**src/rtl/ma_dispatch.sv**
```systemverilog
// ma_dispatch: memory-access command dispatcher.
// Queues load/store commands, reads the base register from the ARF, adds the
// command offset, and launches either NUM_MRF_CH matrix datamover channels or
// one vector (load or store) datamover, then waits for all selected dones.
//
// Ports:
//   clk, rst                    clock, synchronous active-high reset
//   ma_ddr4_calib_complete_i    per-DDR4 calibration done; ma_ddr4_linkup_o = registered AND
//   cmd_*                       command valid/ready handshake and payload
//   ma_done_o/ma_err_o/ma_busy_o completion pulse, error qualifier, busy
//   arf_*                       ARF read port (one-cycle read latency)
//   m_dm_mrf_*                  per-channel matrix datamover start/addr/bytes/done
//   m_dm_vrf_ldr_*/m_dm_vrf_str_* vector load / store datamover
//
// Build option: define MA_ALIGN_CHECK_EN to reject misaligned bases
// (ma_done_o with ma_err_o, no datamover start). Undefined: ma_err_o is 0.

module ma_dispatch #(
    parameter int unsigned NUM_OF_DDR4    = 4,
    parameter int unsigned DDR4_ADDRWIDTH = 36,
    parameter int unsigned ARF_ADDRWIDTH  = 5,
    parameter int unsigned VRF_ADDRWIDTH  = 10,
    parameter int unsigned MRF_ADDRWIDTH  = 6,
    parameter int unsigned NUM_MRF_CH     = 4,
    parameter int unsigned MRF_CH_STRIDE  = 128,
    parameter int unsigned MRF_BYTES      = 128,
    parameter int unsigned VRF_BYTES      = 128,
    parameter int unsigned CMD_DEPTH      = 4,
    parameter int unsigned ALIGN_LOG2     = 6
) (
    input  logic                                           clk,
    input  logic                                           rst,
    input  logic [NUM_OF_DDR4-1:0]                         ma_ddr4_calib_complete_i,
    output logic                                           ma_ddr4_linkup_o,
    input  logic                                           cmd_valid_i,
    output logic                                           cmd_ready_o,
    input  logic                                           cmd_select_v_m_i,
    input  logic                                           cmd_v_load_or_store_i,
    input  logic [VRF_ADDRWIDTH-1:0]                       cmd_v_m_reg_i,
    input  logic [ARF_ADDRWIDTH-1:0]                       cmd_a_reg_i,
    input  logic [DDR4_ADDRWIDTH-1:0]                      cmd_a_offset_i,
    output logic                                           ma_done_o,
    output logic                                           ma_err_o,
    output logic                                           ma_busy_o,
    output logic                                           arf_en_o,
    output logic                                           arf_we_o,
    output logic [ARF_ADDRWIDTH-1:0]                       arf_addr_o,
    input  logic [DDR4_ADDRWIDTH-1:0]                      arf_dout_i,
    output logic [NUM_MRF_CH-1:0]                          m_dm_mrf_start,
    output logic [NUM_MRF_CH-1:0][DDR4_ADDRWIDTH-1:0]      m_dm_mrf_src_axi_addr,
    output logic [NUM_MRF_CH-1:0][MRF_ADDRWIDTH-1:0]       m_dm_mrf_dst_bram_addr,
    output logic [NUM_MRF_CH-1:0][14:0]                    m_dm_mrf_byte_to_trans,
    input  logic [NUM_MRF_CH-1:0]                          m_dm_mrf_done,
    output logic                                           m_dm_vrf_ldr_start,
    output logic [DDR4_ADDRWIDTH-1:0]                      m_dm_vrf_ldr_src_axi_addr,
    output logic [VRF_ADDRWIDTH-1:0]                       m_dm_vrf_ldr_dst_bram_addr,
    output logic [14:0]                                    m_dm_vrf_ldr_byte_to_trans,
    input  logic                                           m_dm_vrf_ldr_done,
    output logic                                           m_dm_vrf_str_start,
    output logic [DDR4_ADDRWIDTH-1:0]                      m_dm_vrf_str_dst_axi_addr,
    output logic [VRF_ADDRWIDTH-1:0]                       m_dm_vrf_str_src_bram_addr,
    output logic [14:0]                                    m_dm_vrf_str_byte_to_trans,
    input  logic                                           m_dm_vrf_str_done
);

    localparam int unsigned AW    = DDR4_ADDRWIDTH;
    localparam int unsigned PTR_W = $clog2(CMD_DEPTH);
    localparam int unsigned CNT_W = PTR_W + 1;
    localparam int unsigned DV_W  = NUM_MRF_CH + 2;   // {str, ldr, mrf[NUM_MRF_CH-1:0]}
    localparam int unsigned BC_W  = 15;

`ifdef MA_ALIGN_CHECK_EN
    localparam bit ALIGN_CHK = 1'b1;
`else
    localparam bit ALIGN_CHK = 1'b0;
`endif

    typedef struct packed {
        logic                     sel_v;
        logic                     load;
        logic [VRF_ADDRWIDTH-1:0] v_m_reg;
        logic [ARF_ADDRWIDTH-1:0] a_reg;
        logic [AW-1:0]            a_offset;
    } cmd_t;

    typedef enum logic [2:0] {IDLE, ARF_RD, CALC, ISSUE, WAIT, DONE} state_t;

    state_t                  state_q, state_d;
    cmd_t                    q_mem [CMD_DEPTH];
    logic [PTR_W-1:0]        wr_ptr_q, rd_ptr_q;
    logic [CNT_W-1:0]        count_q;
    logic                    linkup_q;
    logic                    cur_sel_v_q, cur_load_q;
    logic [VRF_ADDRWIDTH-1:0] cur_vreg_q;
    logic [AW-1:0]           cur_off_q;
    logic [AW-1:0]           base_q;
    logic [DV_W-1:0]         sel_mask_q, sticky_q, done_vec, done_seen;
    logic                    err_q;
    logic                    push, pop, empty, full, align_bad;
    cmd_t                    cmd_in;

    logic [NUM_MRF_CH-1:0][AW-1:0]            mrf_src_q;
    logic [NUM_MRF_CH-1:0][MRF_ADDRWIDTH-1:0] mrf_dst_q;
    logic [NUM_MRF_CH-1:0][BC_W-1:0]          mrf_bytes_q;
    logic [AW-1:0]            ldr_src_q, str_dst_q;
    logic [VRF_ADDRWIDTH-1:0] ldr_dst_q, str_src_q;
    logic [BC_W-1:0]          ldr_bytes_q, str_bytes_q;

    assign empty    = (count_q == '0);
    assign full     = (count_q == CNT_W'(CMD_DEPTH));
    assign push     = cmd_valid_i & cmd_ready_o;
    assign done_vec = {m_dm_vrf_str_done, m_dm_vrf_ldr_done, m_dm_mrf_done};
    assign cmd_in   = '{sel_v: cmd_select_v_m_i, load: cmd_v_load_or_store_i,
                        v_m_reg: cmd_v_m_reg_i, a_reg: cmd_a_reg_i, a_offset: cmd_a_offset_i};

    // Next-state and pop decision
    always_comb begin
        state_d   = state_q;
        pop       = 1'b0;
        align_bad = ALIGN_CHK && (base_q[ALIGN_LOG2-1:0] != '0);
        done_seen = sticky_q | (done_vec & sel_mask_q);
        unique case (state_q)
            IDLE:   if (!empty) begin
                        pop     = 1'b1;
                        state_d = ARF_RD;
                    end
            ARF_RD: state_d = CALC;
            CALC:   state_d = align_bad ? DONE : ISSUE;
            ISSUE:  state_d = WAIT;
            WAIT:   if ((done_seen & sel_mask_q) == sel_mask_q) state_d = DONE;
            DONE:   state_d = IDLE;
            default: state_d = IDLE;
        endcase
    end

    // Command queue storage (pointers and count carry the reset)
    always_ff @(posedge clk) begin
        if (push) q_mem[wr_ptr_q] <= cmd_in;
    end

    // State, queue control, address calculation and sticky done capture
    always_ff @(posedge clk) begin
        if (rst) begin
            state_q     <= IDLE;
            wr_ptr_q    <= '0;
            rd_ptr_q    <= '0;
            count_q     <= '0;
            linkup_q    <= 1'b0;
            cur_sel_v_q <= 1'b0;
            cur_load_q  <= 1'b0;
            cur_vreg_q  <= '0;
            cur_off_q   <= '0;
            base_q      <= '0;
            sel_mask_q  <= '0;
            sticky_q    <= '0;
            err_q       <= 1'b0;
            mrf_src_q   <= '0;
            mrf_dst_q   <= '0;
            mrf_bytes_q <= '0;
            ldr_src_q   <= '0;
            ldr_dst_q   <= '0;
            ldr_bytes_q <= '0;
            str_dst_q   <= '0;
            str_src_q   <= '0;
            str_bytes_q <= '0;
        end else begin
            state_q  <= state_d;
            linkup_q <= &ma_ddr4_calib_complete_i;
            if (push) wr_ptr_q <= wr_ptr_q + PTR_W'(1);
            if (pop)  rd_ptr_q <= rd_ptr_q + PTR_W'(1);
            count_q <= count_q + CNT_W'(push) - CNT_W'(pop);
            if (pop) begin
                cur_sel_v_q <= q_mem[rd_ptr_q].sel_v;
                cur_load_q  <= q_mem[rd_ptr_q].load;
                cur_vreg_q  <= q_mem[rd_ptr_q].v_m_reg;
                cur_off_q   <= q_mem[rd_ptr_q].a_offset;
            end
            if (state_q == ARF_RD) base_q <= arf_dout_i + cur_off_q;
            if (state_q == CALC) begin
                err_q <= align_bad;
                if (!cur_sel_v_q) begin
                    sel_mask_q <= {2'b00, {NUM_MRF_CH{1'b1}}};
                    for (int unsigned k = 0; k < NUM_MRF_CH; k++) begin
                        mrf_src_q[k]   <= base_q + AW'(k * MRF_CH_STRIDE);
                        mrf_dst_q[k]   <= cur_vreg_q[MRF_ADDRWIDTH-1:0];
                        mrf_bytes_q[k] <= BC_W'(MRF_BYTES);
                    end
                end else if (cur_load_q) begin
                    sel_mask_q  <= {2'b01, NUM_MRF_CH'(0)};
                    ldr_src_q   <= base_q;
                    ldr_dst_q   <= cur_vreg_q;
                    ldr_bytes_q <= BC_W'(VRF_BYTES);
                end else begin
                    sel_mask_q  <= {2'b10, NUM_MRF_CH'(0)};
                    str_dst_q   <= base_q;
                    str_src_q   <= cur_vreg_q;
                    str_bytes_q <= BC_W'(VRF_BYTES);
                end
            end
            // Dones count only once the starts have gone out
            if (state_q == ISSUE || state_q == WAIT) sticky_q <= done_seen;
            else if (state_q == DONE)                sticky_q <= '0;
        end
    end

    // Moore outputs decoded from registered state
    assign ma_ddr4_linkup_o = linkup_q;
    assign cmd_ready_o      = linkup_q & ~full;
    assign ma_busy_o        = (state_q != IDLE) | ~empty;
    assign ma_done_o        = (state_q == DONE);
    assign ma_err_o         = (state_q == DONE) & err_q;
    assign arf_en_o         = pop;
    assign arf_we_o         = 1'b0;
    assign arf_addr_o       = pop ? q_mem[rd_ptr_q].a_reg : '0;

    assign m_dm_mrf_start         = (state_q == ISSUE) ? sel_mask_q[NUM_MRF_CH-1:0] : '0;
    assign m_dm_mrf_src_axi_addr  = mrf_src_q;
    assign m_dm_mrf_dst_bram_addr = mrf_dst_q;
    assign m_dm_mrf_byte_to_trans = mrf_bytes_q;

    assign m_dm_vrf_ldr_start         = (state_q == ISSUE) & sel_mask_q[NUM_MRF_CH];
    assign m_dm_vrf_ldr_src_axi_addr  = ldr_src_q;
    assign m_dm_vrf_ldr_dst_bram_addr = ldr_dst_q;
    assign m_dm_vrf_ldr_byte_to_trans = ldr_bytes_q;

    assign m_dm_vrf_str_start         = (state_q == ISSUE) & sel_mask_q[NUM_MRF_CH+1];
    assign m_dm_vrf_str_dst_axi_addr  = str_dst_q;
    assign m_dm_vrf_str_src_bram_addr = str_src_q;
    assign m_dm_vrf_str_byte_to_trans = str_bytes_q;

endmodule
```
**config.mk**
```make
export PLATFORM = sky130hd
export DESIGN_NAME = ma_dispatch
export DESIGN_NICKNAME = d
export VERILOG_FILES = /design/src/rtl/ma_dispatch.sv
export SDC_FILE = /design/constraint.sdc
export NUM_CORES = 1
export LEC_CHECK = 0
export CORE_MARGIN = 2
export CORE_UTILIZATION = 28
export CTS_CLUSTER_SIZE = 24
export DETAILED_ROUTE_END_ITERATION = 16
export PLACE_DENSITY = 0.51
export REMOVE_ABC_BUFFERS = 1
export SLEW_MARGIN = 25
export SYNTH_ARGS = -nofsm -noshare
export SYNTH_HDL_FRONTEND = slang
export SYNTH_SLANG_ARGS = --single-unit
```
**constraint.sdc**
```tcl
create_clock -name clk -period 4.15 [get_ports clk]
set_input_delay 1.0375 -clock clk [delete_from_list [all_inputs] [get_ports clk]]
set_output_delay 1.0375 -clock clk [all_outputs]
set_load 0.05 [all_outputs]
```
==> impl_metrics.py <==
metrics = {
    "min_path": {
        "hold_path_class": "reg2reg",
    },
    "die": {
        "dieWidth_um": 293,
        "num_io_pins": 470,
        "die_area_um2": 85700,
        "die_height_um": 293,
        "rows": 105,
        "start_util_pct": 28.3,
        "core_um2": 82400,
    },
    "clock_network": {
        "cts_root_buf": "clkbuf_16",
        "cts_setup_buffers": 0,
        "htreeDepth": 2,
        "path_clk_slew_ps": 60,
        "cts_sinks": 540,
        "clockBufferDepth": 3,
        "cts_made_buffers": 60,
        "cts_hold_buf": 0,
        "cts_tree": "done",
        "cts_resized": 0,
        "clock_latency_ps": 620,
    },
    "placed_design": {
        "io_buffers": 383,
        "place_hpwl_um": 52100,
        "dp_worst_setup_slack_ps": 167,
        "place_congestion": 0.814,
        "place_area_um2": 27700,
        "dp.cells": 3585,
    },
    "synthesis": {
        "synth_top_cell_by_area": "dfxtp_1",
        "yosys.area.top_type_share_pct": 28.1,
        "synth_area_um2": 23300,
        "yosysSeqAreaShare_pct": 55.4,
        "synth.top_cells.by_area": "dfxtp_1, edfxtp_1, nand2_1",
        "ys.flop_type": "dfxtp_1",
        "yosys.cell_count.top_type": "nand2_1",
        "ys_async_sr_fraction_pct": 0,
        "synth_cell_types": 70,
        "syn_avg_cell_area_um2": 10.2,
        "synthTopCellsByCount": "nand2_1, dfxtp_1, a21oi_1",
        "synth_cells": 2287,
        "synth-edff-count": 212,
        "yosysWarnings": 0,
        "ys_ff_latch": 540,
    },
    "global_routing": {
        "grt_pass1_vias": 17000,
        "gr-total-overflow": 0,
        "grt_max_degree": 195,
        "gr-usage-all-layers_pct": 16.7,
        "antenna_found_initial": 5,
        "grt_pass1_wl_um": 109000,
    },
    "timing": {
        "setup_violations": 0,
        "post-route-min-period_ps": 3720,
        "setup_slack_ps": 427,
        "rsz0062_at_grt": "false",
        "fmax_mhz": 269,
        "slew_violations": 0,
        "fin_crit_sh_pct": 89.7,
        "finClkSkew_ps": 17.7,
        "max_slew.worst_pin.slew_ps": 949,
        "hold-worst-slack_ps": 454,
        "hold_violations": 0,
        "finalSetupTns_ps": 0,
        "slew_headroom_pct": 36.7,
    },
    "layout": {
        "final_area_um2": 29700,
        "nets": 2726,
        "finalNonFillerCells": 3699,
        "n_fill_cell": 8113,
        "area_growth_syn_to_layout_pct": 27.2,
        "diodes": 0,
        "drive_gt1_share_pct": 8.71,
    },
    "pwr": {
        "leakage_uw": 0.00988,
        "vdd_ir_drop_max_uv": 434,
        "pwr_density_cell_nw_per_um2": 667,
    },
    "setup_path": {
        "cp_max_fo": 19,
        "r2r_end": "m_dm_mrf_src_axi_addr[56]$_SDFFE_PP0P_",
        "rr_startpoint": "base_q[8]$_SDFFE_PP0P_",
        "worst_ep_arrival_time_ps": 2690,
        "critPathLaunchType": "flop",
        "crit_required_ps": 3110,
        "critPathKind": "reg2out",
        "r2r_cells": 9,
        "end_kind": "output port",
        "r2r_slack_ps": 1190,
        "setup.worst_path.end": "arf_addr_o[0]",
    },
    "route": {
        "totalWireLength_um": 74200,
        "drc": 0,
        "dr.pass1.iters": 5,
        "vias": 17400,
        "drt_iter0_markers": 1044,
        "vias_per_cell": 4.71,
        "ant_nets": 0,
        "wl_per_cell_um": 20.1,
    },
    "status": {
        "status": "completed",
    },
    "run": {
        "drv_cap": 0,
    },
}
[worst min path at each step]
stage	start	to	slack [ps]	depth (start not counted)
after floorplan	cur_off_q[0]$_SDFFE_PP0P_	cur_off_q[0]$_SDFFE_PP0P_	430	2
after global placement	m_dm_mrf_src_axi_addr[29]$_SDFFE_PP0P_	m_dm_mrf_src_axi_addr[29]$_SDFFE_PP0P_	440	2
after detailed placement	m_dm_mrf_src_axi_addr[31]$_SDFFE_PP0P_	m_dm_mrf_src_axi_addr[31]$_SDFFE_PP0P_	450	2
after CTS	m_dm_mrf_src_axi_addr[31]$_SDFFE_PP0P_	m_dm_mrf_src_axi_addr[31]$_SDFFE_PP0P_	460	2
after global routing	m_dm_vrf_ldr_src_axi_addr[32]$_SDFFE_PP0P_	m_dm_vrf_ldr_src_axi_addr[32]$_SDFFE_PP0P_	470	2
final	m_dm_mrf_src_axi_addr[118]$_SDFFE_PP0P_	m_dm_mrf_src_axi_addr[118]$_SDFFE_PP0P_	450	2
[per-layer routing]
layer / global-route usage (%) / share of wire [%] / vias up
met2: 28.6 / 49 / 489
met3: 2.73 / 4.8 / 101
li1: - / - / 8392
met4: 4.78 / 2.5 / 2
met5: 0 / 0.015 / -
met1: 21.5 / 44 / 8443
[sequential cells by signal, summed over array words and instances (netlist names), 10 cells and up, named ones only]
| name | flops |
|---|---|
| m_dm_vrf_ldr_dst_bram_addr | 10 |
| q_mem | 212 |
| m_dm_vrf_str_src_bram_addr | 10 |
| cur_vreg_q | 10 |
| cur_off_q | 36 |
| m_dm_mrf_src_axi_addr | 121 |
| base_q | 36 |
| m_dm_vrf_str_dst_axi_addr | 36 |
| m_dm_vrf_ldr_src_axi_addr | 36 |
[cell usage in the layout (no fill, tap or decap), types with 6 or more instances in the layout]
cell type	Yosys	final
a211oi_1	72	72
a21o_1	18	18
a21oi_1	238	238
a311oi_1	15	15
a31oi_1	6	6
and2_1	8	8
and3_1	17	12
buf_4	138	43
bufinv_16	0	6
clkbuf_1	116	14
clkbuf_16	0	61
clkbuf_8	0	6
clkdlybuf4s50_1	0	381
clkinv_2	0	13
conb_1	1	86
dfxtp_1	328	326
edfxtp_1	212	212
ha_1	45	45
inv_1	18	18
mux4_2	53	53
nand2_1	480	479
nand3_1	32	31
nand4_1	21	21
nor2_1	149	147
nor2b_1	8	7
nor3_1	17	17
o21ai_0	50	50
or3_1	18	18
xnor2_1	56	56
xor2_1	42	42
[report_power, final]
group / total, uW / switching, uW / internal [uW]
Sequential: 7020 / 797 / 6220
Combinational: 7370 / 4930 / 2450
Clock: 5420 / 2220 / 3200
Total: 19800 / 7940 / 11900
[worst max-delay path, stage by stage, from the launching register on]
cell and delay [ps]:
dfxtp_4 620, mux4_2 560, and3_1 200, clkdlybuf4s50_1 690
[cells by family (layout without fill, tap and decap cells)]
family / after synthesis / after routing / synth area share, %
other cells: 1 / 86 / 0.0161
buf+inv: 306 / 563 / 7.21
xor+xnor: 98 / 98 / 3.68
simple gates: 790 / 790 / 14.4
mux: 53 / 53 / 5.11
flops: 540 / 540 / 55.4
fa+ha+maj: 47 / 47 / 2.58
compound gates: 452 / 452 / 11.6
[stage by stage]
stage	utilization, %	power [uW]
after floorplan	-	11700
after global placement	33.6	14500
after detailed placement	33.6	14600
after CTS	36.1	20100
after global routing	36.1	20900
final	36.1	19800
[cell type report]
cell class,instances,area (um^2),area share (%)
sequential,540,12900,43.6
clock buffer,81,1660,5.59
multi-input combinational,1526,9090,30.6
tap,1070,1340,4.51
inverter,20,75.1,0.253
clock inverter,33,364,1.23
timing repair buffer,429,4230,14.2
Power figures use the tool's default switching activity.
==> variant 1 (same flow settings) <==
Build with the macro `MA_ALIGN_CHECK_EN` defined.
--- a/src/rtl/ma_dispatch.sv
+++ b/src/rtl/ma_dispatch.sv
@@ -15,4 +15,6 @@
 // Build option: define MA_ALIGN_CHECK_EN to reject misaligned bases
 // (ma_done_o with ma_err_o, no datamover start). Undefined: ma_err_o is 0.
+
+`define MA_ALIGN_CHECK_EN
 
 module ma_dispatch #(
Function: not settled (the Yosys comparison gave no result); the edit may change what the design does.
==> variant 1 against the original RTL <==
  * Area after synthesis is essentially flat
  * Setup slack lost 0.010 ns
  * Clock power is 1% lower
  * Final cell count rose by 0.41%
  * Sequential cell count is 1 higher
  * First-iteration DRC count decreased by 5.7%
  * Power is 1.1% lower
  * Cell area increased by 0.65%
  * Global-route usage is 0.49 points lower
  * Wire length is 3.6% lower
  * Register-to-register slack worse by 0.22 ns
  * Largest power group unchanged
  * Core utilization rose by 0.23 points
==> variant 1: results (changes against the original RTL) <==
\begin{tabular}{lr}
\hline
Metric & Value \\
\hline
\multicolumn{2}{l}{\textbf{Run status}} \\
Status & finished clean (unchanged) \\
\multicolumn{2}{l}{\textbf{Worst setup path}} \\
Arrival time of data at the critical path endpoint & 2.70 ns (was 2.69 ns) \\
FF-to-FF setup slack & 0.97 ns (was 1.19 ns) \\
Peak fanout along the critical path & 18 (was 19) \\
Crit Reg-Reg Endpoint & m\_dm\_mrf\_src\_axi\_addr[68] (was m\_dm\_mrf\_src\_axi\_addr[56]) \\
\multicolumn{2}{l}{\textbf{GRT}} \\
M1 GR Usage & 0.2113 (was 0.2152) \\
GR Util met3 & 0.02496 (was 0.02732) \\
Wire length of the first global-routing pass & 106300 µm (was 108600 µm) \\
Global routing usage on met2 & 0.2790 (was 0.2863) \\
Initial antenna violation count & 4 (was 5) \\
\multicolumn{2}{l}{\textbf{STA}} \\
Post-Route Hold Slack & 0.4502 ns (was 0.4539 ns) \\
Worst relative slew slack & 0.3303 (was 0.3669) \\
Setup skew after layout & 0.05335 ns (was 0.01770 ns) \\
\multicolumn{2}{l}{\textbf{Worst hold path}} \\
Startpoint of the worst hold path & m\_dm\_mrf\_src\_axi\_addr[18] (was m\_dm\_mrf\_src\_axi\_addr[118]) \\
\multicolumn{2}{l}{\textbf{Detailed routing}} \\
WL met2 & 35510 µm (was 36360 µm) \\
Wire length per cell after detailed routing & 19.26 µm (was 20.05 µm) \\
\multicolumn{2}{l}{\textbf{Yosys}} \\
Compound-gate portion of the synthesized area & 0.1133 (was 0.1157) \\
Average cell area after synthesis & 10.20 µm² (was 10.21 µm²) \\
Biggest area contributors in the synthesized netlist & dfxtp\_1 28\%, edfxtp\_1 27\%, nand2\_1 7.8\% (was dfxtp\_1 28\%, edfxtp\_1 27\%, nand2\_1 7.7\%) \\
Multiplexer area fraction after synthesis & 0.05152 (was 0.05112) \\
\multicolumn{2}{l}{\textbf{Placement}} \\
Port Buffer Count & 384 (was 383) \\
Placer congestion estimate & 0.8956 (was 0.8136) \\
Pre-CTS WS & 0.1396 ns (was 0.1670 ns) \\
HPWL Detailed & 50940 µm (was 52120 µm) \\
\multicolumn{2}{l}{\textbf{Power}} \\
Leakage & 10.05 nW (was 9.879 nW) \\
Portion of total power attributed to sequential cells & 0.359 (was 0.354) \\
\multicolumn{2}{l}{\textbf{Final layout}} \\
Area of the multi-input gates & 0.009064 mm² (was 0.009091 mm²) \\
Net count, final & 2740 (was 2726) \\
Filler cell count & 8174 (was 8113) \\
\multicolumn{2}{l}{\textbf{Clocking}} \\
Number of buffers added by the clock tree synthesis step & 59 (was 60) \\
\hline
\end{tabular}
[variant 1: cell count changes in the layout (fill, tap and decap cells not counted), sizes merged, moves of 8 or more]
cell / before / now
o21ai: 55 / 38
buf: 48 / 65
xor2: 42 / 53
a311oi: 15 / 7
or3: 19 / 10
a21oi: 239 / 247
nor2: 152 / 144
[variant 1: layout make-up]
| type | instances | share of cell area |
|---|---|---|
| Antenna cell | 3 | 0.0002511 |
| Sequential cell | 541 | 0.4335 |
| Timing Repair Buffer | 447 | 0.1483 |
| Clock inverter | 36 | 0.01411 |
| Inverter | 22 | 0.002763 |
| Tap cell | 1070 | 0.04479 |
| Clock buffer | 75 | 0.05307 |
| Multi-Input combinational cell | 1520 | 0.3032 |
[variant 1: cells by family after synthesis]
kind of cell / count (synthesis)
buf+inv: 314
compound gates: 443
simple gates: 788
xor+xnor: 103
mux: 54
other cells: 1
flops: 541
fa+ha+maj: 47
==> variant 2 (same flow settings) <==
Without the edit above. Put a register stage on the output `ma_err_o`, cleared by the reset. The value now appears one clock later. The other outputs are not delayed to match.
--- a/src/rtl/ma_dispatch.sv
+++ b/src/rtl/ma_dispatch.sv
@@ -209,5 +209,11 @@
     assign ma_busy_o        = (state_q != IDLE) | ~empty;
     assign ma_done_o        = (state_q == DONE);
-    assign ma_err_o         = (state_q == DONE) & err_q;
+    always_ff @(posedge clk) begin
+        if (rst) begin
+            ma_err_o <= '0;
+        end else begin
+            ma_err_o <= (state_q == DONE) & err_q;
+        end
+    end
     assign arf_en_o         = pop;
     assign arf_we_o         = 1'b0;
Function: same outputs for any inputs over 4 cycles, from zero or initial values and one cycle with rst high; that may be too few to reach the edited logic, so the function may still have changed.
==> variant 2 against the original RTL <==
  * Non-clock buffer count is 1 lower
  * Sequential cell count stayed put
  * Critical endpoint unchanged
  * Register-to-register slack better by 0.06 ns
  * Power is 0.73% higher
  * Combinational power is 1% lower
  * Wire length is 1.4% lower
  * Area after synthesis is 1.6% higher
  * Cell area is 1.8% higher
  * Critical path depth stayed put
  * Setup slack worse by 0.010 ns
  * Sequential share of layout area is 0.76 points lower
  * Synthesized cell count is 0.79% higher
==> variant 2: results (changes against the original RTL) <==
\begin{tabular}{lr}
\hline
Metric & Value \\
\hline
\multicolumn{2}{l}{\textbf{Worst setup path}} \\
Peak fanout along the critical path & 18 (was 19) \\
FF-to-FF setup slack & 1.25 ns (was 1.19 ns) \\
Arrival time of data at the critical path endpoint & 2.70 ns (was 2.69 ns) \\
FF-to-FF path depth & 8 (was 9) \\
Crit Reg-Reg Endpoint & m\_dm\_mrf\_src\_axi\_addr[142] (was m\_dm\_mrf\_src\_axi\_addr[56]) \\
\multicolumn{2}{l}{\textbf{Yosys}} \\
Biggest area contributors in the synthesized netlist & dfxtp\_1 28\%, edfxtp\_1 27\%, nand2\_1 7.7\% (unchanged) \\
Top cells by instance count after synthesis & 486 x nand2\_1, 328 x dfxtp\_1, 241 x a21oi\_1 (was 480 x nand2\_1, 328 x dfxtp\_1, 238 x a21oi\_1) \\
\multicolumn{2}{l}{\textbf{Final layout}} \\
Number of standard cells in the final layout excluding fillers & 3776 (was 3699) \\
Fraction of final layout cells with drive strength greater than 1 & 0.09811 (was 0.08711) \\
Net count, final & 2740 (was 2726) \\
\multicolumn{2}{l}{\textbf{Placement}} \\
DP Area & 0.02810 mm² (was 0.02767 mm²) \\
HPWL Detailed & 51960 µm (was 52120 µm) \\
Post-placement cell count & 3663 (was 3585) \\
\multicolumn{2}{l}{\textbf{GRT}} \\
M1 GR Usage & 0.2055 (was 0.2152) \\
Wire length of the first global-routing pass & 107700 µm (was 108600 µm) \\
Global-route usage over all layers & 0.1628 (was 0.1666) \\
Maximum number of pins on one net before global-route repair & 158 (was 195) \\
\multicolumn{2}{l}{\textbf{Worst hold path}} \\
Startpoint of the worst hold path & m\_dm\_vrf\_ldr\_src\_axi\_addr[29] (was m\_dm\_mrf\_src\_axi\_addr[118]) \\
\multicolumn{2}{l}{\textbf{Power}} \\
Maximum VDD drop & 342.0 µV (was 433.8 µV) \\
Leakage & 10.09 nW (was 9.879 nW) \\
\multicolumn{2}{l}{\textbf{STA}} \\
Post-Route Hold Slack & 0.4535 ns (was 0.4539 ns) \\
Setup skew after layout & 0.07639 ns (was 0.01770 ns) \\
\multicolumn{2}{l}{\textbf{Detailed routing}} \\
Average vias per placed instance & 4.566 (was 4.711) \\
First-iteration detailed-routing DRC count & 933 (was 1044) \\
\multicolumn{2}{l}{\textbf{Run status}} \\
Status & finished clean (unchanged) \\
\hline
\end{tabular}
## variant 2: cell count changes after synthesis, sizes merged, moves of 4 or more
cell    change
a311oi     -13
xor2        +7
nand2       +8
nand3       -7
inv         +8
o21a        +4
o21ai      -14
a211oi     +11
clkbuf     -22
xnor2       -4
nor3        +9
o211ai      +8
buf        +25
or3        -10
## variant 2: where the power goes
group	internal [mW]	switching, mW
clock network	3.32	2.26
registers	6.22	0.874
logic	2.49	4.80
## variant 2: final cells by class
cell class	count	area, µm²	share of cell area
Sequential cell	540	12940	0.4280
Multi-Input combinational cell	1534	9383	0.3104
Timing Repair Buffer	428	4262	0.1410
Clock buffer	83	1777	0.05878
Tap cell	1134	1419	0.04694
Clock inverter	28	342.8	0.01134
Inverter	27	101.3	0.003353
Antenna cell	2	5.005	0.0001656
## variant 2: cells by family (layout without fill, tap and decap cells)
group / count (synthesis) / in the layout / share of synthesized area
fa+ha+maj: 47 / 47 / 0.02543
mux: 54 / 54 / 0.05076
flops: 540 / 540 / 0.5453
compound gates: 458 / 458 / 0.1218
buf+inv: 316 / 566 / 0.07376
other cells: 1 / 88 / 0.0001581
simple gates: 788 / 788 / 0.1454
xor+xnor: 101 / 101 / 0.03730
## variant 2: worst max-delay path by stage
stage | start | end | slack, ns | cells past startpoint
floorplan | state_q[2] | m_dm_mrf_src_axi_addr[81] | -3.57 | 4
global placement | arf_dout_i[23] | base_q[33] | 0.33 | 9
detailed placement | arf_dout_i[4] | base_q[31] | 0.35 | 10
CTS | register | arf_addr_o[0] | 0.32 | 3
global route | register | arf_addr_o[0] | 0.27 | 3
finish | register | arf_addr_o[0] | 0.42 | 3
